==> config.mk <==
export PLATFORM = sky130hd
export DESIGN_NAME = execute_cycle
export DESIGN_NICKNAME = d
export VERILOG_FILES = /design/src/rtl/execute_cycle.sv
export SDC_FILE = /design/constraint.sdc
export NUM_CORES = 1
export LEC_CHECK = 0
export ABC_CLOCK_PERIOD_IN_PS = 20200
export CAP_MARGIN = 20
export CORE_AREA = 8 8 188 190
export CTS_CLUSTER_DIAMETER = 30
export DETAILED_ROUTE_END_ITERATION = 10
export DIE_AREA = 0 0 196 198
export GPL_TIMING_DRIVEN = 0
export PLACE_DENSITY_LB_ADDON = 0.2
export SYNTH_ARGS = -nofsm -noshare
export SYNTH_HDL_FRONTEND = slang
export SYNTH_SLANG_ARGS = --single-unit
==> constraint.sdc <==
create_clock -name clk -period 20.2 [get_ports clk]
set_input_delay 3.03 -clock clk [delete_from_list [all_inputs] [get_ports clk]]
set_output_delay 3.03 -clock clk [all_outputs]
set_load 0.01 [all_outputs]
==> src/rtl/execute_cycle.sv <==
// Execute stage of the RV32I pipeline: operand forwarding, ALU,
// branch resolution and the EX/MEM pipeline register.
module execute_cycle (
    input  logic        clk,
    input  logic        rst,
    input  logic        RegWriteE,
    input  logic        ALUSrcE,
    input  logic        MemWriteE,
    input  logic        ResultSrcE,
    input  logic        BranchE,
    input  logic [2:0]  ALUControlE,
    input  logic [31:0] RD1_E,
    input  logic [31:0] RD2_E,
    input  logic [31:0] Imm_Ext_E,
    input  logic [4:0]  RD_E,
    input  logic [31:0] PCE,
    input  logic [31:0] PCPlus4E,
    input  logic [1:0]  ForwardA_E,
    input  logic [1:0]  ForwardB_E,
    input  logic [31:0] ResultW,
    output logic        PCSrcE,
    output logic [31:0] PCTargetE,
    output logic        RegWriteM,
    output logic        MemWriteM,
    output logic        ResultSrcM,
    output logic [4:0]  RD_M,
    output logic [31:0] ALUResultM,
    output logic [31:0] WriteDataM,
    output logic [31:0] PCPlus4M
);

    logic [31:0] src_a;
    logic [31:0] fwd_b;
    logic [31:0] src_b;
    logic [31:0] alu_result;
    logic        zero;

    logic        reg_write_d, reg_write_q;
    logic        mem_write_d, mem_write_q;
    logic        result_src_d, result_src_q;
    logic [4:0]  rd_d, rd_q;
    logic [31:0] alu_result_d, alu_result_q;
    logic [31:0] write_data_d, write_data_q;
    logic [31:0] pc_plus4_d, pc_plus4_q;

    // Forwarding muxes; the 10 path feeds back this stage's own registered result
    always_comb begin
        unique case (ForwardA_E)
            2'b01:   src_a = ResultW;
            2'b10:   src_a = alu_result_q;
            default: src_a = RD1_E;
        endcase
        unique case (ForwardB_E)
            2'b01:   fwd_b = ResultW;
            2'b10:   fwd_b = alu_result_q;
            default: fwd_b = RD2_E;
        endcase
        src_b = ALUSrcE ? Imm_Ext_E : fwd_b;
    end

    // ALU; SLT compares as signed values rather than testing the difference's sign
    always_comb begin
        unique case (ALUControlE)
            3'b000:  alu_result = src_a + src_b;
            3'b001:  alu_result = src_a - src_b;
            3'b010:  alu_result = src_a & src_b;
            3'b011:  alu_result = src_a | src_b;
            3'b100:  alu_result = src_a ^ src_b;
            3'b101:  alu_result = {31'b0, $signed(src_a) < $signed(src_b)};
            3'b110:  alu_result = {31'b0, src_a < src_b};
            default: alu_result = src_a << src_b[4:0];
        endcase
    end

    // Branch decision (beq only) and target address
    always_comb begin
        zero      = (alu_result == '0);
        PCSrcE    = BranchE & zero;
        PCTargetE = PCE + Imm_Ext_E;
    end

    // Next-state values for the EX/MEM register; no stall, every edge captures
    always_comb begin
        reg_write_d  = RegWriteE;
        mem_write_d  = MemWriteE;
        result_src_d = ResultSrcE;
        rd_d         = RD_E;
        alu_result_d = alu_result;
        write_data_d = fwd_b;
        pc_plus4_d   = PCPlus4E;
    end

    // EX/MEM pipeline register with asynchronous active-low clear
    always_ff @(posedge clk or negedge rst) begin
        if (!rst) begin
            reg_write_q  <= 1'b0;
            mem_write_q  <= 1'b0;
            result_src_q <= 1'b0;
            rd_q         <= '0;
            alu_result_q <= '0;
            write_data_q <= '0;
            pc_plus4_q   <= '0;
        end else begin
            reg_write_q  <= reg_write_d;
            mem_write_q  <= mem_write_d;
            result_src_q <= result_src_d;
            rd_q         <= rd_d;
            alu_result_q <= alu_result_d;
            write_data_q <= write_data_d;
            pc_plus4_q   <= pc_plus4_d;
        end
    end

    assign RegWriteM  = reg_write_q;
    assign MemWriteM  = mem_write_q;
    assign ResultSrcM = result_src_q;
    assign RD_M       = rd_q;
    assign ALUResultM = alu_result_q;
    assign WriteDataM = write_data_q;
    assign PCPlus4M   = pc_plus4_q;

endmodule

# == After elaboration in Yosys (flattened, before gate mapping) ==
# Index checks and enable logic that the tools add are counted.
# op_classes
n_reduce_logical,2
magnitude_cmp,2
n_bitwise,4
eq_ne,10
shifts,1
n_mux,4
addsub,3
# ops
cell,n
$pmux 32 s7,1
$pmux 32 s2,2
$add 32x32->32,2
$lt 32x32->1,2
$and 32x32->32,1
$logic_not 32->1,1
$mux 32,1
$or 32x32->32,1
$shl 32x5->32,1
$sub 32x32->32,1
$xor 32x32->32,1
$eq 3x3->1 const B,3
$eq 3x2->1 const B,2
$eq 2x1->1 const B,2
$eq 2x2->1 const B,2
$eq 3x1->1 const B,1
$logic_not 3->1,1
$and 1x1->1,1
# word_totals
elab_cells,33
regBits,104
input_bits,211
out_inout_bits,137

# == Logic depth before layout (Yosys ltp) ==
# depth
word_depth,7
ltp_mapped,23
mapped_depth_nobuf,19

# == Worst setup path before layout ==
# OpenSTA, ideal clock, no wires.
# synth_path
kind,input to output
startpoint,in ForwardB_E[0]
endpoint,out PCSrcE
stages,20
slack_ns,8.996
arrival_ns,8.174
cell_sequence,inv_1 -> ha_1 -> buf_2 -> buf_1 -> buf_1 -> a21oi_1 -> o21ai_0 -> inv_1 -> ha_1 -> nor2_1 -> or4b_1 -> o211ai_2 -> xnor2_1 -> o221ai_1 -> a221o_1 -> or3b_1 -> or4_1 -> or4_1 -> or4_1 -> nor3_1
# synth_between
elab_chain_cells,7
elab_cells_between_ends,15
classes_between,add/sub (2); order compare (2); eq/ne (2); shift (1); mux (3); bitwise (4); reduce/logical (1)
# synth_rtl
element,line,rtl
"start, declared",19,"input logic [1:0] ForwardB_E,"
$eq 2x2->1 / $eq 2x1->1 (equally long branches),53,unique case (ForwardB_E)
$pmux 32 s2 (*),53,
$mux 32 (*),58,src_b = ALUSrcE ? Imm_Ext_E : fwd_b;
"$sub 32x32->32, or another cell as far along",65,3'b001: alu_result = src_a - src_b;
$pmux 32 s7 (*),63,unique case (ALUControlE)
via alu_result[8],35,logic [31:0] alu_result;
$logic_not 32->1 (*),77,zero = (alu_result == '0);
$and 1x1->1 (*),78,PCSrcE = BranchE & zero;
"end, declared",21,"output logic PCSrcE,"
# The timed path passes the listed nets; every way through them passes the cells marked *.

# == Worst setup path in the final report ==
# Same ends and word-level chain as after synthesis.

==> metrics <==
cell count after synthesis about 1,700; commonest non-fill, non-tap cell in the layout clkdlybuf4s50_1; met3 global-route usage approximately 7.3%; core area 32,200 um2; DRT Pass-1 Iters 6; Max-cap violations 0; most frequent cells in the layout clkdlybuf4s50_1, nor2_1, inv_1, ha_1, nand2_1; WS Path Type primary input to primary output; Die X 196 um; initial antenna violation count 14; CTS buffer count 9; Worst-path clk slew approximately 0.080 ns; synthesized area approximately 13,000 um2; Clock Tree Buf Depth 2; vias in the first global route about 15,000; clock skew ~0.013 ns; Detailed Route WL a little under 70 mm; # IOs roughly 350; CP required 17.17 ns; Hold WC Path Type flip-flop to flip-flop; Final Setup Violations 0; Hold Buf Count CTS 0; outcome finished, final reports clean; Placed Area between 15,000 and 20,000 um2; #FFs+latches synth roughly 100; R2R depth 15; Area growth syn-to-layout 34.4%; grt ovf 0; wire per inst approximately 27 um; M1 GR Usage approximately two fifths; Synthesis Warnings 0; final hold vios 0; post-route setup TNS 0 ns; RSZ-0062 raised after global routing false; CTS Sinks between 100 and 150; final worst path period need 14.44 ns; cell area after layout ~17,000 um2; ratio of cells with drive above 1 in the final layout 3.90%; global-route wire length before repair between 90 and 100 mm; post-synth top area cell dfrtp_1; endpoint class of the critical path primary output; Synth cell types 84; final hold slack around 0.65 ns; top cells by area, synth dfrtp_1, ha_1, o21ai_0; critical path startpoint category primary input; P per Cell Area between 60 and 70 nW/um2; worst hold stages 4; initial DRC count approximately 1,500; P_leak 7.41 nW; Final GP Congestion approximately 1.0; port buffer count approximately 350; Initial Util between 30% and 40%; Die H 198 um; most used flip-flop cell after synthesis dfrtp_1; H-tree depth 3; post-route ant nets 0; Post-synth EDFFs 0; sequential fraction of the synthesis area 20.4%; gr busiest metal met2; fin crit share between 70% and 80%; routed vias 15,000; met2 usage between 50% and 60%; maximum vdd ir drop 50.3 uV; die area 38,800 um2; GR Util All Layers between 30 and 40%; CTS tree built; net count after synthesis 2,012; post-synth top area share 20.4%; synthesized area per cell about 7.7 um2; Post-CTS Repair Setup Buffers 0; DR vias/cell between 6 and 7; DRC 0; Core Rows 66; clock root buffer clkbuf_16; Slew Limit Fails 0; maximum clock frequency between 60 and 70 MHz; largest net degree at the start of global routing between 60 and 70; Slew headroom 25.0%; async set or reset register ratio after synthesis between 90% and 100%; worst-path maximum fanout 10; Fill cells between 3,000 and 4,000; clock latency on the worst-skew pair approximately 0.37 ns; DP HPWL 56.5 mm; crit path DAT 11.41 ns; nets@finish approximately 2,400; Worst Max-Slew Pin Slew ~1.1 ns; post-cts sizing count 0
==> cells by family after synthesis <==
| kind of cell | after synthesis | synth area share (%) |
|---|---|---|
| AND/OR/NAND/NOR | 443 | 16.4 |
| multiplexers | 65 | 5.31 |
| adder cells (fa/ha/maj) | 144 | 14.3 |
| XOR/XNOR | 43 | 2.95 |
| AO/OA/AOI/OAI | 612 | 33.2 |
| flip-flops | 104 | 20.4 |
| buffers and inverters | 246 | 7.48 |
==> sequential cells by signal, indices dropped and copies added (netlist names) <==
name	flops
ALUResultM	32
ResultSrcM	1
MemWriteM	1
RegWriteM	1
PCPlus4M	32
WriteDataM	32
RD_M	5
==> cells in the mapped netlist (23+ instances only) <==
cell type  instances
a21o_1            28
a21oi_1          117
a22oi_1           81
clkbuf_1          73
dfrtp_1          104
ha_1             141
inv_1            143
mux2i_1           51
nand2_1          122
nor2_1           145
nor3_1            37
o21ai_0          122
o22ai_1           23
xnor2_1           35
==> area by class of cell <==
class / instances / area, um2 / area share (%)
diodes: 13 / 32.5 / 0.190
plain buffers: 98 / 399 / 2.33
clock buffers: 13 / 270 / 1.58
clock inverters: 3 / 22.5 / 0.131
inverters: 148 / 556 / 3.24
multi-input cells: 1307 / 9200 / 53.7
flip-flops and latches: 104 / 2600 / 15.2
well taps: 408 / 510 / 2.98
repair buffers: 355 / 3550 / 20.7
==> metrics by stage <==
step                      util, %  worst slack, ns  power (mW)  std cells
after floorplan                 -             9.00       0.664       1657
after global placement       52.0             5.91       0.982       2412
after detailed placement     52.1             6.10       0.984       2417
after CTS                    53.0             6.07        1.17       2433
after global routing         53.2             5.78        1.24       2449
final                        53.2             5.76        1.18       2449
==> critical path: stages <==
cell	delay, ns
clkdlybuf4s50_1	0.48
inv_1	0.05
ha_1	0.41
buf_2	0.28
buf_1	0.47
buf_1	0.58
a21oi_1	0.16
o21ai_0	0.79
ha_1	0.46
o21ai_0	0.31
o211ai_2	0.24
a2111o_1	0.49
a21oi_1	0.54
mux2i_1	0.30
o211ai_1	0.28
or4_1	0.59
or4_1	0.50
or4_1	0.62
nor3_1	0.21
clkdlybuf4s50_1	0.60
==> routing by layer <==
layer,share of wire [%],vias up,wire length (um)
met5,0.016,-,11
met4,4.8,2,3210
met3,9.6,168,6450
met2,46,848,31200
met1,39,7111,26400
li1,-,6847,-
==> final timing paths <==
kind                          startpoint        endpoint  slack, ns
max reg2reg                ALUResultM[1]  ALUResultM[31]      13.89
min                        ALUResultM[9]   WriteDataM[9]       0.65
min in group asynchronous            rst    PCPlus4M[27]       2.64
max in group asynchronous            rst   ALUResultM[9]      16.84
max                        ForwardB_E[0]          PCSrcE       5.76
min reg2reg                ALUResultM[9]   WriteDataM[9]       0.65
==> power by group <==
part / switching (mW) / internal (mW) / leakage (nW)
combinational: 0.447 / 0.298 / 6.00
clock: 0.0855 / 0.0945 / 0.146
sequential: 0.0226 / 0.237 / 1.26
total: 0.555 / 0.629 / 7.41
Note: power is estimated with default switching activity, not from simulation.
